[config.mk]
export PLATFORM = sky130hd
export DESIGN_NAME = zero_random_prng
export DESIGN_NICKNAME = d
export VERILOG_FILES = /design/src/rtl/zero_random_prng_pkg.sv /design/src/rtl/zero_random_prng_lfsr_step.sv /design/src/rtl/zero_random_prng.sv
export SDC_FILE = /design/constraint.sdc
export NUM_CORES = 1
export LEC_CHECK = 0
export CAP_MARGIN = 20
export CORE_AREA = 5 5 92 94
export CTS_BUF_LIST = sky130_fd_sc_hd__clkbuf_2
export CTS_CLUSTER_SIZE = 40
export DETAILED_ROUTE_END_ITERATION = 10
export DIE_AREA = 0 0 97 99
export PLACE_DENSITY = 0.81
export SKIP_CTS_REPAIR_TIMING = 1
export SKIP_LAST_GASP = 1
export SLEW_MARGIN = 20
export SYNTH_ARGS = -nofsm -noshare
export SYNTH_HDL_FRONTEND = slang
export SYNTH_SLANG_ARGS = --single-unit
export TNS_END_PERCENT = 30
[constraint.sdc]
create_clock -name in_clock -period 2.14 [get_ports in_clock]
set_clock_uncertainty 0.05 [all_clocks]
set_input_delay 0.428 -clock in_clock [delete_from_list [all_inputs] [get_ports in_clock]]
set_output_delay 0.428 -clock in_clock [all_outputs]
set_load 0.01 [all_outputs]
[src/rtl/zero_random_prng_pkg.sv]
// -----------------------------------------------------------------------------
// zero_random_prng_pkg
// Shared constants and types for the zero_random_prng generator that feeds the
// in_random bus of the masked shared-zero stage.
//   PRNG_POLY        : feedback tap mask for x^64+x^63+x^61+x^60+1
//                      (state bits 63, 62, 60, 59 feed the new bit 0)
//   PRNG_SEED_FIXUP  : substituted for an all-zero seed (the LFSR would lock up)
//   RESEED_INTERVAL  : default word count before a reseed request is raised
//   prng_state_t     : generator FSM states
//   num_zero_random  : random elements consumed per cycle by an n-share stage
// -----------------------------------------------------------------------------
package zero_random_prng_pkg;

  typedef enum logic [1:0] {
    UNSEEDED = 2'd0,
    WARMUP   = 2'd1,
    RUN      = 2'd2
  } prng_state_t;

  localparam logic [63:0] PRNG_POLY       = 64'hD800_0000_0000_0000;
  localparam logic [63:0] PRNG_SEED_FIXUP = 64'h0000_0000_0000_0001;
  localparam int unsigned RESEED_INTERVAL = 32'd1048576;

  // One fresh element per unordered pair of shares.
  function automatic int num_zero_random(input int num_shares);
    return (num_shares * (num_shares - 32'sd1)) / 32'sd2;
  endfunction

endpackage

[src/rtl/zero_random_prng_lfsr_step.sv]
// -----------------------------------------------------------------------------
// zero_random_prng_lfsr_step
// Combinational advance of a Fibonacci LFSR by OUT_BITS single-bit shifts.
// Each shift moves the state one place towards the MSB and inserts the XOR of
// the tapped bits (PRNG_POLY mask) at bit 0.
// Ports:
//   state      in  STATE_WIDTH : current LFSR state
//   next_state out STATE_WIDTH : state after OUT_BITS shifts
// -----------------------------------------------------------------------------
module zero_random_prng_lfsr_step
  import zero_random_prng_pkg::*;
#(
  parameter int STATE_WIDTH = 64,
  parameter int OUT_BITS    = 2
) (
  input  logic [STATE_WIDTH-1:0] state,
  output logic [STATE_WIDTH-1:0] next_state
);

  // Unrolled shift chain; a nonzero state can never map to zero because the
  // x^0 term makes every single shift invertible.
  always_comb begin
    logic [STATE_WIDTH-1:0] work_s;
    work_s = state;
    for (int i = 0; i < OUT_BITS; i++) begin
      work_s = {work_s[STATE_WIDTH-2:0], ^(work_s & PRNG_POLY)};
    end
    next_state = work_s;
  end

endmodule

[src/rtl/zero_random_prng.sv]
// -----------------------------------------------------------------------------
// zero_random_prng
// Seedable LFSR random source for the masked shared-zero stage. A seed is
// taken over a valid/ready handshake, the generator discards WARMUP_CYCLES
// steps, then delivers one registered word of NUM_NEEDED*BIT_WIDTH bits per
// enabled cycle with a valid flag.
// Optional feature macro: ZERO_PRNG_RESEED_REQ_EN adds a word counter and the
// out_reseed_req port (sticky until the next seed accept).
// Ports:
//   in_clock        in  : clock
//   in_reset        in  : synchronous active-high reset
//   in_seed         in  : seed value (STATE_WIDTH)
//   in_seed_valid   in  : seed offered
//   out_seed_ready  out : seed accepted this cycle if offered (not in WARMUP)
//   in_enable       in  : advance generator while in RUN
//   out_random      out : registered random word, NUM_NEEDED x BIT_WIDTH
//   out_valid       out : out_random holds a fresh word this cycle
//   out_reseed_req  out : (macro only) word budget exhausted, reseed wanted
// -----------------------------------------------------------------------------
module zero_random_prng
  import zero_random_prng_pkg::*;
#(
  parameter int NUM_SHARES    = 2,
  parameter int BIT_WIDTH     = 2,
  parameter int STATE_WIDTH   = 64,
  parameter int WARMUP_CYCLES = 16
`ifdef ZERO_PRNG_RESEED_REQ_EN
  ,
  parameter int unsigned RESEED_INTERVAL_CFG = RESEED_INTERVAL
`endif
) (
  input  logic                   in_clock,
  input  logic                   in_reset,
  input  logic [STATE_WIDTH-1:0] in_seed,
  input  logic                   in_seed_valid,
  output logic                   out_seed_ready,
  input  logic                   in_enable,
  output logic [num_zero_random(NUM_SHARES)-1:0][BIT_WIDTH-1:0] out_random,
  output logic                   out_valid
`ifdef ZERO_PRNG_RESEED_REQ_EN
  ,
  output logic                   out_reseed_req
`endif
);

  localparam int NUM_NEEDED = num_zero_random(NUM_SHARES);
  localparam int OUT_BITS   = NUM_NEEDED * BIT_WIDTH;
  localparam logic [7:0] WARMUP_LOAD = 8'(WARMUP_CYCLES);

  if (STATE_WIDTH != 64) begin : g_bad_state_width
    $error("zero_random_prng: STATE_WIDTH must be 64");
  end
  if (OUT_BITS < 1 || OUT_BITS > STATE_WIDTH) begin : g_bad_out_bits
    $error("zero_random_prng: NUM_NEEDED*BIT_WIDTH must be 1..STATE_WIDTH");
  end
  if (WARMUP_CYCLES < 1 || WARMUP_CYCLES > 255) begin : g_bad_warmup
    $error("zero_random_prng: WARMUP_CYCLES must be 1..255");
  end

  prng_state_t            state_r;
  prng_state_t            state_s;
  logic [STATE_WIDTH-1:0] lfsr_r;
  logic [STATE_WIDTH-1:0] lfsr_s;
  logic [STATE_WIDTH-1:0] stepped_s;
  logic [STATE_WIDTH-1:0] seed_load_s;
  logic [7:0]             warm_cnt_r;
  logic [7:0]             warm_cnt_s;
  logic [OUT_BITS-1:0]    rnd_r;
  logic [OUT_BITS-1:0]    rnd_s;
  logic                   valid_r;
  logic                   valid_s;
  logic                   accept_s;

  zero_random_prng_lfsr_step #(
    .STATE_WIDTH (STATE_WIDTH),
    .OUT_BITS    (OUT_BITS)
  ) u_lfsr_step (
    .state      (lfsr_r),
    .next_state (stepped_s)
  );

  // Handshake decode: ready depends only on the registered FSM state.
  always_comb begin
    out_seed_ready = (state_r != WARMUP);
    accept_s       = in_seed_valid & out_seed_ready;
    if (in_seed == {STATE_WIDTH{1'b0}}) begin
      seed_load_s = PRNG_SEED_FIXUP;
    end else begin
      seed_load_s = in_seed;
    end
  end

  // Next-state logic for the FSM, LFSR, warm-up counter and output word.
  always_comb begin
    state_s    = state_r;
    lfsr_s     = lfsr_r;
    warm_cnt_s = warm_cnt_r;
    rnd_s      = rnd_r;
    valid_s    = 1'b0;
    case (state_r)
      UNSEEDED: begin
        if (accept_s) begin
          lfsr_s     = seed_load_s;
          warm_cnt_s = WARMUP_LOAD;
          rnd_s      = {OUT_BITS{1'b0}};
          state_s    = WARMUP;
        end else begin
          state_s = UNSEEDED;
        end
      end
      WARMUP: begin
        lfsr_s     = stepped_s;
        warm_cnt_s = warm_cnt_r - 8'd1;
        rnd_s      = {OUT_BITS{1'b0}};
        if (warm_cnt_r == 8'd1) begin
          state_s = RUN;
        end else begin
          state_s = WARMUP;
        end
      end
      RUN: begin
        // A reseed beats a simultaneous enable.
        if (accept_s) begin
          lfsr_s     = seed_load_s;
          warm_cnt_s = WARMUP_LOAD;
          rnd_s      = {OUT_BITS{1'b0}};
          state_s    = WARMUP;
        end else if (in_enable) begin
          lfsr_s  = stepped_s;
          rnd_s   = stepped_s[OUT_BITS-1:0];
          valid_s = 1'b1;
        end else begin
          state_s = RUN;
        end
      end
      default: begin
        state_s    = UNSEEDED;
        lfsr_s     = PRNG_SEED_FIXUP;
        warm_cnt_s = 8'd0;
        rnd_s      = {OUT_BITS{1'b0}};
      end
    endcase
  end

  // State and output registers; reset overrides any simultaneous accept.
  always_ff @(posedge in_clock) begin
    if (in_reset) begin
      state_r    <= UNSEEDED;
      lfsr_r     <= PRNG_SEED_FIXUP;
      warm_cnt_r <= 8'd0;
      rnd_r      <= {OUT_BITS{1'b0}};
      valid_r    <= 1'b0;
    end else begin
      state_r    <= state_s;
      lfsr_r     <= lfsr_s;
      warm_cnt_r <= warm_cnt_s;
      rnd_r      <= rnd_s;
      valid_r    <= valid_s;
    end
  end

  assign out_random = rnd_r;
  assign out_valid  = valid_r;

`ifdef ZERO_PRNG_RESEED_REQ_EN
  logic [31:0] word_cnt_r;
  logic [31:0] word_cnt_s;
  logic        reseed_req_r;
  logic        reseed_req_s;

  // Word budget: counts delivered words since the last seed, request is sticky.
  always_comb begin
    word_cnt_s   = word_cnt_r;
    reseed_req_s = reseed_req_r;
    if (accept_s) begin
      word_cnt_s   = 32'd0;
      reseed_req_s = 1'b0;
    end else if (valid_s) begin
      word_cnt_s = word_cnt_r + 32'd1;
      if (word_cnt_s == RESEED_INTERVAL_CFG) begin
        reseed_req_s = 1'b1;
      end else begin
        reseed_req_s = reseed_req_r;
      end
    end else begin
      word_cnt_s = word_cnt_r;
    end
  end

  // Word counter and request registers.
  always_ff @(posedge in_clock) begin
    if (in_reset) begin
      word_cnt_r   <= 32'd0;
      reseed_req_r <= 1'b0;
    end else begin
      word_cnt_r   <= word_cnt_s;
      reseed_req_r <= reseed_req_s;
    end
  end

  assign out_reseed_req = reseed_req_r;
`endif

endmodule
======== Word-level counts from Yosys, hierarchy flattened ========
Cells that the tools add are included.
Widths: inputs -> output; s select.
storage, ports and cells
  bits of input ports ..................... 68
  memories kept ........................... 0
  bits in read-only memories .............. 0
  output and inout port bits .............. 4
  bits in writable memories ............... 0
  word-level logic and storage cells ...... 40
  bits in latches ......................... 0
  flip-flop bits (word level) ............. 77
cells by class
  shift operators ......................... 0
  divide/modulo/power cells ............... 0
  eq/ne operators ......................... 8
  reductions and logical operators ........ 7
  bitwise gates (word level) .............. 2
  muxes and demuxes ....................... 17
  $lt $le $gt $ge ......................... 0
  multipliers ............................. 0
  add/sub/neg operators ................... 1
operators by type and width
  cell                 number
  $mux 64              4
  $pmux 64 s3          1
  $reduce_xor 64->1    2
  $logic_not 64->1     1
  $pmux 8 s2           1
  $mux 2               6
  $eq 8x1->1 const B   1
  $mux 8               1
  $sub 8x1->8 const B  1
  $ne 3x3->1 const B   2
  $pmux 2 s3           1
  $ne 2x1->1 const B   2
  $pmux 2 s2           1
  $reduce_or 3->1      1
  $eq 2x1->1 const B   1
  $eq 2x2->1 const B   1
  $logic_not 2->1      1
  $mux 1               2
  $ne 2x2->1 const B   1
  $reduce_and 2->1     1
  $reduce_or 2->1      1
  $and 1x1->1          1
  $not 1->1            1

======== Logic depth before layout (Yosys ltp) ========
Gate-level depths: netlist (run 1).
  word-level depth ........................ 4
  mapped depth ............................ 8
  depth with buffers taken out ............ 6

======== Cells and area by module ========
Synthesis (run 1) repeated with hierarchy kept, for this count alone.
second synthesis, totals
  cell total of the unflattened synthesis .. 583
  area, all modules ....................... 4,783.3 sq um
by module, submodules not included
  module                      cells each  seq. area each (sq um)  times used  area an instance (sq um)
  zero_random_prng            516         1,541.5                 1           4,274.1
  zero_random_prng_lfsr_step  67          0.0                     1           509.2

======== Worst setup path after synthesis (run 1) ========
OpenSTA, ideal clock, no wires.
  path kind ............................... reg-to-reg
  start ................................... register state_r[0]
  end ..................................... register lfsr_r[0]
  cell stages (with the launch flop) ...... 7
  slack ................................... 544 ps
  data arrival time ....................... 1,429 ps
  required time ........................... 1,973 ps
  path through ............................ dfxtp_1 > buf_6 > or3b_1 > buf_6 > a21oi_4 > a22oi_1 > o22a_1
on the way
  word-level cells in the longest chain between the ends .. 4
  elaborated cells between the ends (all ways) .. 10
ends and longest elaborated chain
  what                                                    RTL line                 text
  start: declaration                                      zero_random_prng.sv:60   prng_state_t state_r;
  start signal: assignment                                zero_random_prng.sv:154  state_r <= state_s;
  $ne 2x1->1                                              zero_random_prng.sv:84   out_seed_ready = (state_r != WARMUP);
  $and 1x1->1                                             zero_random_prng.sv:85   accept_s = in_seed_valid & out_seed_ready;
  $mux 64 (tied with other cells)                         zero_random_prng.sv:123  if (accept_s) begin
  $pmux 64 s3 / $reduce_and 2->1 (equally long branches)  -
  end signal: assignment                                  zero_random_prng.sv:155  lfsr_r <= lfsr_s;
  end: declaration                                        zero_random_prng.sv:62   logic [STATE_WIDTH-1:0] lfsr_r;
Several ways; a longest one is shown, not always the timed one.
A chain may end at the register's enable or synchronous reset.

======== Worst setup path in the final report (run 1) ========
  start ................................... register rnd_r[1] (netlist: out_random[1])
  end ..................................... output out_random[1] (netlist name)
RTL lines
  what                      RTL line                 text
  start: declaration        zero_random_prng.sv:68   logic [OUT_BITS-1:0] rnd_r;
  start signal: assignment  zero_random_prng.sv:151  rnd_r <= {OUT_BITS{1'b0}};
  start signal: assignment  zero_random_prng.sv:157  rnd_r <= rnd_s;
  end: declaration          zero_random_prng.sv:38   output logic [num_zero_random(NUM_SHARES)-1:0][BIT_WIDTH-1:0] out_random,
No word-level cell between the ends.

==> results of run 1 <==
## worst reg2reg max path: cells and delay by family (launching register included)
| kind | cells | cell delay (ps) |
|---|---|---|
| AO/OA/AOI/OAI | 3 | 470 |
| AND/OR/NAND/NOR | 1 | 480 |
| buffers and inverters | 2 | 390 |
| flip-flops | 1 | 410 |
## state kept, by name, indices dropped and copies added (netlist names)
signal      flops
state_r         2
warm_cnt_r      8
out_random      2
out_valid       1
lfsr_r         64
## report_power, final
part	switching (mW)	internal [mW]	leakage, nW
logic	0.385	0.363	0.975
registers	0.0661	1.55	0.633
clock network	0.524	0.380	0.0793
total	0.975	2.29	1.69
## worst min path at each step
stage / startpoint / end / slack (ps) / depth (start not counted)
3_5_place_dp: lfsr_r[50] / lfsr_r[50] / 390 / 2
5_1_grt: in_reset / lfsr_r[17] / 260 / 2
6_report: in_reset / warm_cnt_r[3] / 290 / 2
2_1_floorplan: lfsr_r[10] / lfsr_r[10] / 380 / 2
4_1_cts: in_reset / state_r[0] / 250 / 2
3_3_place_gp: lfsr_r[13] / lfsr_r[13] / 390 / 2
## synth_stat cells (4+ instances only)
master	n	share of area [%]
dfxtp_1	77	38
a21oi_1	62	7.7
nand2_1	61	5.7
nor3b_1	54	10
o21ai_0	50	6.2
a21boi_0	32	6.0
clkbuf_1	29	2.7
a21boi_1	20	3.7
nor2_1	19	1.8
nor4_1	18	2.8
buf_2	10	1.2
a222oi_1	9	2.2
o21ai_1	8	1.0
inv_1	6	0.56
clkbuf_2	4	0.50
nand4_1	4	0.62
xnor2_1	4	0.87
## cell type report
class | instances | area [um2]
clock buffer | 9 | 45.0
clock inverter | 7 | 90.1
fill | 612 | 2510
inverter | 6 | 22.5
multi-input combinational | 375 | 2260
sequential | 77 | 1550
tap | 102 | 128
timing repair buffer | 101 | 971
## routing by layer
metal | part of all wire, % | vias up | wire length [um] | track usage (%)
li1 | - | 1968 | - | -
met1 | 42 | 1935 | 4680 | 28.2
met2 | 50 | 132 | 5500 | 38.8
met3 | 5.4 | 25 | 593 | 5.17
met4 | 2.2 | 0 | 238 | 7.13
met5 | 0 | - | 0 | 0
## kinds of logic after synthesis
| kind of cell | after synthesis | synth area share, % |
|---|---|---|
| buf+inv | 55 | 6.04 |
| simple gates | 170 | 23.3 |
| xor+xnor | 5 | 1.09 |
| compound gates | 197 | 30.3 |
| fa+ha+maj | 2 | 0.623 |
| mux | 1 | 0.249 |
| flops | 77 | 38.4 |
==> results.txt, run 1 <==
- The flow ran to the end, and the final reports show no timing, DRC or antenna violations.
- Total vias in the final route: roughly 4100
* End point of the critical path: out_random[1]
- The worst setup path is of the register to primary output kind.
- The post-route netlist has under 10% of its cells at a drive strength greater than 1.
* Cells after synthesis: ~510
* Clock insertion delay at the later pin of the skew report: between 500 and 600 ps
* Via count of the first global-routing pass: roughly 3800
- The number of buffers and inverters on the critical path is 1.
- At the end of the flow, the number of nets in the layout was 640.
- Post-DR vias/cell: around 6
* 1st-iter DRT viols: 416
* Aggregate global routing overflow: 0
* Number of distinct library cell variants in the gate-level netlist after synthesis: 43
- Antenna violations before repair: 0
- The finished cells cover 5060 um2.
* Worst Max-Slew Pin Slew: 501 ps
- In this run the power density over the cells is 646 nW/um2.
- The die is a little under 100 um tall.
* Most frequent cells in the layout: dfxtp_1 (75), clkdlybuf4s50_1 (69), a21oi_1 (62)
- In this run the remaining antenna-violating nets after routing total 0.
- Slack of the worst reg-to-reg path: 270 ps
- The worst hold path belongs to the class input port to register.
- The count of endpoints failing hold in the final timing report was 0.
* DRC viols: 0
- Post-synth top flop: dfxtp_1
- Count of buffers from port buffering: just over 70
- Total clock buffers created by CTS: 9
- Before antenna repair, the detailed router went through 5 iterations.
* Static leakage power: between 1.5 and 2 nW
- For this design the top-level I/O count stands at 72.
- For this design, the slowest cell found on the critical path is clkdlybuf4s50_1.
- Syn nets: between 500 and 600
* Final Instance Count excl. Fillers: 677
- Peak per-stage delay on the critical path: between 500 and 600 ps
- The final layout contains routed wiring with a total length of 11000 um.
- The signal on the critical path passes through clkdlybuf4s50_1.
- Synthesized area per cell: ~7.9 um2
- Slew HR: between 60% and 70%
* ANT cells: 0
- Total standard cell area after synthesis: between 4000 and 5000 um2
* Total of flip-flops plus latches after synthesis: 77
- In this run the worst path has a maximum fanout of 2.
- During synthesis, Yosys emitted a total of 0 warnings.
* Global-route wire length before repair: approximately 18000 um
- Cell area reported after detailed placement: 4890 um2
- In this run the deepest clock path goes through 2 buffers.
* Gr usage total: 22.6%
- Max Slew Vio Count: 0
* Post-synth EDFFs: 0
* Final worst hold slack: ~290 ps
* Share of the yosys chip area belonging to registers: between 30% and 40%
- Clock tree from TritonCTS: done
- The worst path uses between 80 and 90% of the clock period.
- Final core utilization: approximately two thirds
* Average wire length per cell after detail routing: ~16 um
- IR analysis of the VDD net gives a maximum drop of approximately 390 uV.
- Total of max-cap violations: 0
- CP Data Required Time: between 1500 and 2000 ps
* Starting Density: between 50 and 60%
- From left edge to right edge, the die measures 97 um.
- Cell depth of the worst setup path: 1
- Leading cell type in the layout, fill and taps excluded: dfxtp_1
- Total chip power: ~3.3 mW
- Setup repair after global routing left no endpoint under its margin.
- Capture instance of the worst register-to-register path: lfsr_r[7]
- The worst setup path is launched from a register.
* Final Critical Period: 1920 ps
- Number of levels the H-tree was split into: 3
- The die covers about 9600 um2.
* Placed Cells incl. Taps: roughly 660
* Share of synthesized registers carrying an async set or reset: 0%
- Entering global routing, the biggest net connects 46 pins.
- TritonCTS sink count: 77
- Setup WS pre-CTS: -61.9 ps
* CP Data Arrival Time: around 1400 ps
- Core Footprint: ~7600 um2
- Fmax: 0.521 GHz
* Worst Slack Setup Final: between 200 and 250 ps
- Number of cell instances on the worst register-to-register path: 6
* Clock slew at reported path FFs: around 220 ps
* Number of rows in the core area: 32
- Detailed Place HPWL: around 7700 um
- Family with the most delay on the worst path: buffers and inverters
- Area growth from synthesis to layout: 26.0%
- Weighted congestion reported at the end of routability-driven placement: 0.843
* Origin of the worst setup path: out_random[1]
- In this run the critical register-to-register path is launched from state_r[1].
- CP endpoint kind: primary output
* Final setup vio count: 0
* Master cell of the clock root buffer: clkbuf_2
- Setup TNS: 0 ps
Note: power is estimated with default switching activity, not from simulation.
==> run 2: changes to the inputs <==
--- a/config.mk
+++ b/config.mk
@@ -6,12 +6,14 @@
 export NUM_CORES = 1
 export LEC_CHECK = 0
 export CAP_MARGIN = 20
-export CORE_AREA = 5 5 92 94
+export CELL_PAD_IN_SITES_DETAIL_PLACEMENT = 0
+export CELL_PAD_IN_SITES_GLOBAL_PLACEMENT = 1
+export CORE_AREA = 5 5 107 109
 export CTS_BUF_LIST = sky130_fd_sc_hd__clkbuf_2
 export CTS_CLUSTER_SIZE = 40
 export DETAILED_ROUTE_END_ITERATION = 10
-export DIE_AREA = 0 0 97 99
-export PLACE_DENSITY = 0.81
+export DIE_AREA = 0 0 112 114
+export PLACE_DENSITY_LB_ADDON = 0.1
 export SKIP_CTS_REPAIR_TIMING = 1
 export SKIP_LAST_GASP = 1
 export SLEW_MARGIN = 20
==> results.txt, run 2 (synthesis gave the netlist of run 1 again) <==
- The worst voltage drop across the vdd grid is 288 uV (-26%).
* Final Instance Count excl. Fillers: 717 (+5.9%)
- Maximum number of buffers from clock root to sink: 2 (unchanged)
- Number of nets in the layout: 642 (+0.31%)
- The share of final-layout standard cells stronger than drive strength 1 was 9.88% (+0.49 points).
- Clock slew at reported path FFs: 220 ps (about the same)
* DRC viols: 0 (unchanged)
- The final worst setup slack was 220 ps (-1.81 ps).
* Top-level port count: 72 (unchanged)
* Worst R2R Start: state_r[0]
- Via count of the first global-routing pass: 3791 (-1.3%)
- The arrival time of the worst setup path is 1440 ps (about the same).
- Detailed Place HPWL: 8150 um (+5.8%)
- The y dimension of the die is 114 um (+15%).
- Crit path cell chain: clkdlybuf4s50_1
- Count of buffers from port buffering: 71 (unchanged)
- The weighted congestion at the end of routability-driven global placement came to 0.789 (-6.4%).
- Antenna violations before repair: 0 (unchanged)
- The worst setup path is launched from a register.
* Status: completed
- TritonCTS sink count: 77 (unchanged)
- The worst endpoint required time was 1660 ps (about the same).
- In this run the worst hold path is classified as input port to register.
- The total instance count after detailed placement was 701 (+6.5%).
- Worst min-delay path startpoint: in_reset
- The leakage power figure came to 1.70 nW (+0.52%).
- Family with the most delay on the worst path: buffers and inverters
- Final worst hold slack: 265 ps (-25.7 ps)
- Slack of the worst reg-to-reg path: 300 ps (+30 ps)
- Hold EP: lfsr_r[3]
* Maximum fanout count along the critical path: 2 (unchanged)
- Worst Max-Slew Pin Slew: 513 ps (+12.6 ps)
- The power density over cell area is 594 nW/um2 (-7.9%).
- Leading cell type in the layout, fill and taps excluded: dfxtp_1
- The count of endpoints failing hold in the final timing report was 0 (unchanged).
- The number of max-slew violations in the final report came to 0 (unchanged).
- Setup repair after global routing left no endpoint under its margin.
* Peak per-stage delay on the critical path: 540 ps (about the same)
- First drt pass iteration count: 4 (-1)
- Total clock buffers created by CTS: 9 (unchanged)
- Number of flip-flops in the largest register: 64 (unchanged)
- The average via count per standard cell came to 5.46 (-9.0%).
- Area growth from synthesis to layout: 28.2%
- The final total power is 3.06 mW (-6.3%).
- Starting Density: 38.2% (-15 points)
* Gr usage total: 18.7% (-3.9 points)
* ANT cells: 0 (unchanged)
- The minimum setup slack after placement came to -99.3 ps (-37.4 ps).
* Share of the cycle needed by the critical path after routing: 89.7% (about the same)
- Global-route wire length before repair: 19400 um (+7.2%)
- Overall die width: 112 um (+15%)
- The total negative slack for setup checks came to 0 ps (unchanged).
- The depth of the CTS H-tree came to 3 (unchanged).
- Number of rows in the core area: 38 (+19%)
- The cell count of the worst reg-to-reg path is 6 (unchanged).
* Buf+Inv Stages, Crit Path: 1 (unchanged)
* Total vias in the final route: 3912 (-3.6%)
- The timing-limited maximum frequency was 0.521 GHz (about the same).
- The latest clock arrival within the worst-skew pair came to 530 ps (about the same).
* 1st-iter DRT viols: 263 (-37%)
* Worst Setup Path Type: register to primary output
* Regs by FF count: lfsr_r x64, warm_cnt_r x8
- The area of all placed cells without fillers came to 5150 um2 (+1.8%).
* Overall routed net length: 11700 um (+6.2%)
- Clock tree from TritonCTS: done
- The routed wirelength normalized by instance count was 16.3 um (+0.26%).
- Cell type of the slowest stage on the worst timing path: clkdlybuf4s50_1
- The tree is rooted in a clkbuf_2.
- The count of endpoints failing setup in the final report is 0 (unchanged).
- The minimum period implied by the final worst setup slack was 1920 ps (+1.81 ps).
* Most frequent cells in the layout: dfxtp_1 (75), clkdlybuf4s50_1 (69), a21oi_1 (62)
- The remaining max-slew budget at the tightest pin came to 65.5% (-1.2 points).
- The worst setup path is captured at a primary output.
- Ranked by flip-flop count, first place goes to lfsr_r.
* Die area: 12800 um2 (+33%)
- The number of maximum-capacitance constraint violations was 0 (unchanged).
- The endpoint identified for the worst register-to-register timing path is lfsr_r[34].
* Pin count of the biggest net entering global routing: 45 (-2.2%)
- The final standard cell utilization of the core is 49.0% (-18 points).
- The cell area reported after detailed placement was 5050 um2 (+3.3%).
- Hold Path Depth: 2 (unchanged)
* DRT antenna net count: 0 (unchanged)
- Core Footprint: 10500 um2 (+39%)
- Aggregate global routing overflow: 0 (unchanged)
run 2: cell types whose count changed in the layout (fill, tap and decap cells not counted), moves of 2 or more:
cell and delta:
clkinvlp_4 +3, buf_4 -4, buf_12 +6, bufinv_16 -2
run 2: per-layer routing:
layer	vias to the layer above	routed length, um	global-route usage (%)
li1	1975	-	-
met1	1838	5570	25.7
met2	85	5370	29.6
met3	14	569	4.35
met4	0	181	4.97
met5	-	0	0
run 2: how the worst max path moves through the flow:
stage,startpoint,to,slack (ps),depth (start not counted)
global placement,in_seed[34],lfsr_r[0],-100,6
detailed placement,in_seed[34],lfsr_r[0],-100,6
finish,out_random[1],out_random[1],220,1
CTS,state_r[1],out_seed_ready,-230,3
floorplan,state_r[0],lfsr_r[0],540,6
global route,state_r[1],out_seed_ready,80,3
run 2: cell type report:
type | instances | area [um2]
tap | 140 | 175
fill | 1057 | 5360
timing repair buffer | 103 | 1060
multi-input combinational | 375 | 2260
clock buffer | 10 | 50.0
inverter | 6 | 22.5
clock inverter | 6 | 40.0
sequential | 77 | 1540
run 2: power by group:
part	internal, mW	total, mW	leakage [nW]	switching [mW]
Sequential	1.55	1.61	0.633	0.0642
Clock	0.151	0.682	0.0499	0.531
Combinational	0.375	0.765	1.01	0.390
==> patch 1: new RTL, flow settings as in run 1 <==
Set the parameter `WARMUP_CYCLES` to 15 (it was 16).
--- a/src/rtl/zero_random_prng.sv
+++ b/src/rtl/zero_random_prng.sv
@@ -23,7 +23,7 @@
   parameter int NUM_SHARES    = 2,
   parameter int BIT_WIDTH     = 2,
   parameter int STATE_WIDTH   = 64,
-  parameter int WARMUP_CYCLES = 16
+  parameter int WARMUP_CYCLES = 15
 `ifdef ZERO_PRNG_RESEED_REQ_EN
   ,
   parameter int unsigned RESEED_INTERVAL_CFG = RESEED_INTERVAL
Function: same outputs for any inputs over 10 cycles, from zero or initial values and one cycle with in_reset high; that may be too few to reach the edited logic, so the function may still have changed.
==> patch 1 against run 1 <==
  * Sequential cell count did not move
  * Final area fell by 0.87%
  * Power fell by 7.7%
  * Setup slack improved by 0.013 ns
  * Hold slack got worse by 0.0013 ns
  * Global-route usage rose by 0.28 points
  * Cell count fell by 1.5%
  * Critical endpoint unchanged
  * Synthesized area rose by 2.7%
  * Critical path type unchanged
  * Critical path depth did not move
  * Routed wire length rose by 0.54%
  * Register-to-register slack improved by 0.11 ns
  * Via count fell by 1.4%
==> patch 1: results (changes against run 1) <==
worst hold endpoint=warm_cnt_r[2]; top post-synthesis cells by area=dfxtp_1 37%, nor3b_1 10%, a21oi_1 7.2%; Synth Area in Compound Gates=30.0% (-0.30 points); Placer Congestion=0.812 (-3.6%); starting DRC count in detailed routing=322 (-23%); multiplexer share of the synthesized area=0.516% (+0.27 points); status=complete, no violations; Place WS=-0.0252 ns (+0.0368 ns); nets@finish=632 (-1.3%); Min Hold Slack=0.289 ns (-0.00132 ns); grt met1 use=29.2% (+1.0 points); syn_nets=576 (-0.17%); dpl cells=653 (-0.76%); Seq/Total Area, Yosys=37.4% (-1.0 points); DRT met1 WL=4.76 mm (+1.8%); DPL Wire Length=7.73 mm (+0.31%); Worst-Margin Slew=0.515 ns (+0.0146 ns); Post-Route WL=11.1 mm (+0.54%); share of layout cells above drive strength 1=11.0% (+1.6 points); initial antenna violation count=0 (unchanged); Adder-Cell Fraction of Synth Area=0.607% (-0.016 points); Leak=1.67 nW (-0.93%); first-pass GRT wire length=18.3 mm (+1.2%); worst flop-to-flop path endpoint=lfsr_r[34]; worst r2r path cells=5 (-1); Synth top cells by count=77 x dfxtp_1, 59 x a21oi_1, 57 x nand2_1; Int Pwr=2.08 mW (-9.3%); routing usage on met2=39.0% (+0.16 points); Clock Latency Late Sink=0.50 ns (-0.02 ns); max layer used=met4; syn avg cell area=8.15 sq um (+2.9%); CTS clock-pin slew for the worst setup and hold paths=0.19 ns (-0.03 ns); vias per cell=6.00 (about the same); Pre-antenna DRT Iters=7 (+2); R2R Setup Slk=0.38 ns (+0.11 ns); wire length per cell=16.6 microns (+2.0%); Critical path origin=out_random[1]; fin crit period=1.90 ns (-0.0135 ns); pin count of the biggest net entering global routing=60 (+30%); fill count=630 (+2.9%); Placed Area=4940 sq um (+0.92%); worst vdd ir=302 uV (-22%); critical path capture point=out_random[1]; routed wl met3=639 microns (+7.8%); M3 GR Usage=5.31% (+0.14 points); clk buf depth=2 (unchanged); XOR/XNOR share of the synthesized area=1.06% (-0.028 points); vias in the first global route=3804 (-0.99%); CTS H-tree lvls=3 (unchanged); unique cell type count in the Yosys netlist=47 (+9.3%); GRT Total Usage=22.9% (+0.28 points)
==> patch 1: cell type report <==
cell class | count | area (sq um) | area share (%)
Clock inverter | 3 | 15.0 | 0.299
Timing Repair Buffer | 97 | 966 | 19.3
Sequential cell | 77 | 1540 | 30.8
Inverter | 5 | 18.8 | 0.374
Tap cell | 102 | 128 | 2.54
Multi-Input combinational cell | 372 | 2290 | 45.7
Clock buffer | 11 | 55.1 | 1.10
==> patch 1: power groups by stage <==
| stage | Combinational (mW) | Sequential, mW | Clock, mW |
|---|---|---|---|
| final | 0.786 | 1.62 | 0.610 |
| after global routing | 0.857 | 1.63 | 0.692 |
| after CTS | 0.780 | 1.62 | 0.626 |
| after detailed placement | 0.777 | 1.64 | 0 |
| after global placement | 0.757 | 1.64 | 0 |
| after floorplan | 0.500 | 1.62 | 0 |
==> patch 2: new RTL, config.mk and constraints of run 1 <==
Without the edit above. Re-encode `prng_state_t` (3 states) as one-hot, 3 bits wide.
--- a/src/rtl/zero_random_prng_pkg.sv
+++ b/src/rtl/zero_random_prng_pkg.sv
@@ -11,10 +11,10 @@
 // -----------------------------------------------------------------------------
 package zero_random_prng_pkg;
 
-  typedef enum logic [1:0] {
-    UNSEEDED = 2'd0,
-    WARMUP   = 2'd1,
-    RUN      = 2'd2
+  typedef enum logic [2:0] {
+    UNSEEDED = 3'b001,
+    WARMUP   = 3'b010,
+    RUN      = 3'b100
   } prng_state_t;
 
   localparam logic [63:0] PRNG_POLY       = 64'hD800_0000_0000_0000;
Formal check against the unedited RTL: no difference found for any inputs over 10 cycles, from zero or initial values and one cycle with in_reset high; not proved beyond that.
==> patch 2 against run 1 <==
  * The run now ends with negative setup slack left
  * Final area down 3.3%
  * Routed wire length down 10%
  * Power down 1.7%
  * Sequential cell count up 1
  * Sequential share of layout area up 1.5 points
  * Synthesized area down 13%
  * Non-clock buffer count up 15
  * Setup slack worse by 0.22 ns
  * Critical path type is now input pin to register
  * Highest routed layer unchanged
==> patch 2: results (changes against run 1) <==
status=complete, but fails checks; violated checks=negative setup slack; final worst slack=-0.000930 ns (-0.223 ns); GRT Total Usage=20.1% (-2.5 points); DPL Wire Length=6.95 mm (-9.8%); vias=3602 (-11%); asr flop ratio synth=0% (unchanged); Hold Crit Class=input pin to register; CTS H-tree lvls=3 (unchanged); Port Buf Inserts=71 (unchanged); Seq/Total Area, Yosys=44.5% (+6.1 points); initial antenna violation count=0 (unchanged); Placed Area=4590 sq um (-6.3%); clk buf depth=2 (unchanged); starting DRC count in detailed routing=323 (-22%); Synth top cells by count=78 x dfxtp_1, 73 x a21oi_1, 63 x a22oi_1, 63 x nand3_1, 24 x clkbuf_1; crit-path max FO=3 (+1); Placer Congestion=0.879 (+4.4%); wire length per cell=16.0 microns (-1.5%); ys flop type=dfxtp_1; vias in the first global route=3460 (-9.9%); Crit path max-delay family=simple AND/OR/NAND/NOR gates; syn_nets=491 (-15%); fill count=593 (-3.1%); Worst-Margin Slew=0.531 ns (+0.0299 ns); antenna diode count=0 (unchanged); Final TNS setup=-0.000930 ns (-0.000930 ns); Congestion Overflow GR=0 (unchanged); Crit-path slowest cell=or4_4; Final setup viols=1 (+1); CP Data Arrival Time=2.52 ns (+1.08 ns); Clock Tree Root=clkbuf_2; Place WS=-0.854 ns (-0.792 ns); CP max stage delay=0.46 ns (-0.07 ns); first-pass GRT wire length=16.0 mm (-11%); Clock Latency Late Sink=0.50 ns (-0.02 ns); top post-synthesis cells by area=dfxtp_1 44%, a22oi_1 13%, a21oi_1 10%; Ys Warns=0 (unchanged); share of layout cells above drive strength 1=15.6% (+6.2 points); CTS clock-pin slew for the worst setup and hold paths=0.22 ns (about the same); cts bufs inserted=9 (unchanged); fin util=64.6% (-2.2 points); Pre-antenna DRT Iters=5 (unchanged); unique cell type count in the Yosys netlist=34 (-21%); nets@finish=578 (-9.7%); Leak=1.81 nW (+7.6%); pin count of the biggest net entering global routing=48 (+4.3%); top flop regs=lfsr_r (64), warm_cnt_r (8), state_r (3); worst vdd ir=383 uV (-1.3%)
## patch 2: tightest hold or removal path: stages
cell	delay, ns
dlymetal6s2s_1	0.13
nand3_1	0.07
a21oi_1	0.05
## patch 2: cells by family (layout without fill, tap and decap cells)
kind of cell	Yosys count	after routing	synth area share, %
and+or+nand+nor	134	134	19.8
xor gates and xnor gates	13	13	3.24
adders and majority gates	2	2	0.713
DFF	78	78	44.5
buffers and inverters	45	137	4.99
AOI/OAI and AO/OA	149	149	26.8
## patch 2: worst paths after layout
kind | start | endpoint | slack, ns | cells after the start
worst min register to register | out_random[1] | out_random[1] | 0.42 | 2
worst max-delay path | in_seed[31] | lfsr_r[0] | -0.0009 | 7
worst max register to register | warm_cnt_r[3] | state_r[1] | 0.10 | 5
worst min-delay path | in_seed[11] | lfsr_r[11] | 0.15 | 3
## patch 2: layout make-up
type                            count  area share [%]
Timing Repair Buffer              116            23.7
Clock buffer                        9           0.921
Multi-Input combinational cell    298            37.8
Clock inverter                      7            2.48
Sequential cell                    78            32.1
Inverter                            5           0.384
Tap cell                          102            2.61
## patch 2: layer usage
metal  track usage (%)  up-vias  part of all wire [%]
met3              4.53       18                   6.2
met5                 0        -                     0
met2              33.2      154                    50
met1              25.9     1679                    42
li1                  -     1751                     -
met4              6.70        0                   1.8
## patch 2: where the power goes
group / internal [mW] / switching [mW]
clock network: 0.508 / 0.524
registers: 1.54 / 0.0570
logic: 0.304 / 0.278
## patch 2: per-stage QoR
stage	power (mW)	instances	hold slack (ns)
2_1_floorplan	1.90	421	0.420
3_3_place_gp	2.17	596	0.396
3_5_place_dp	2.19	596	0.403
4_1_cts	3.21	612	0.172
5_1_grt	3.35	615	0.0947
6_report	3.21	615	0.147
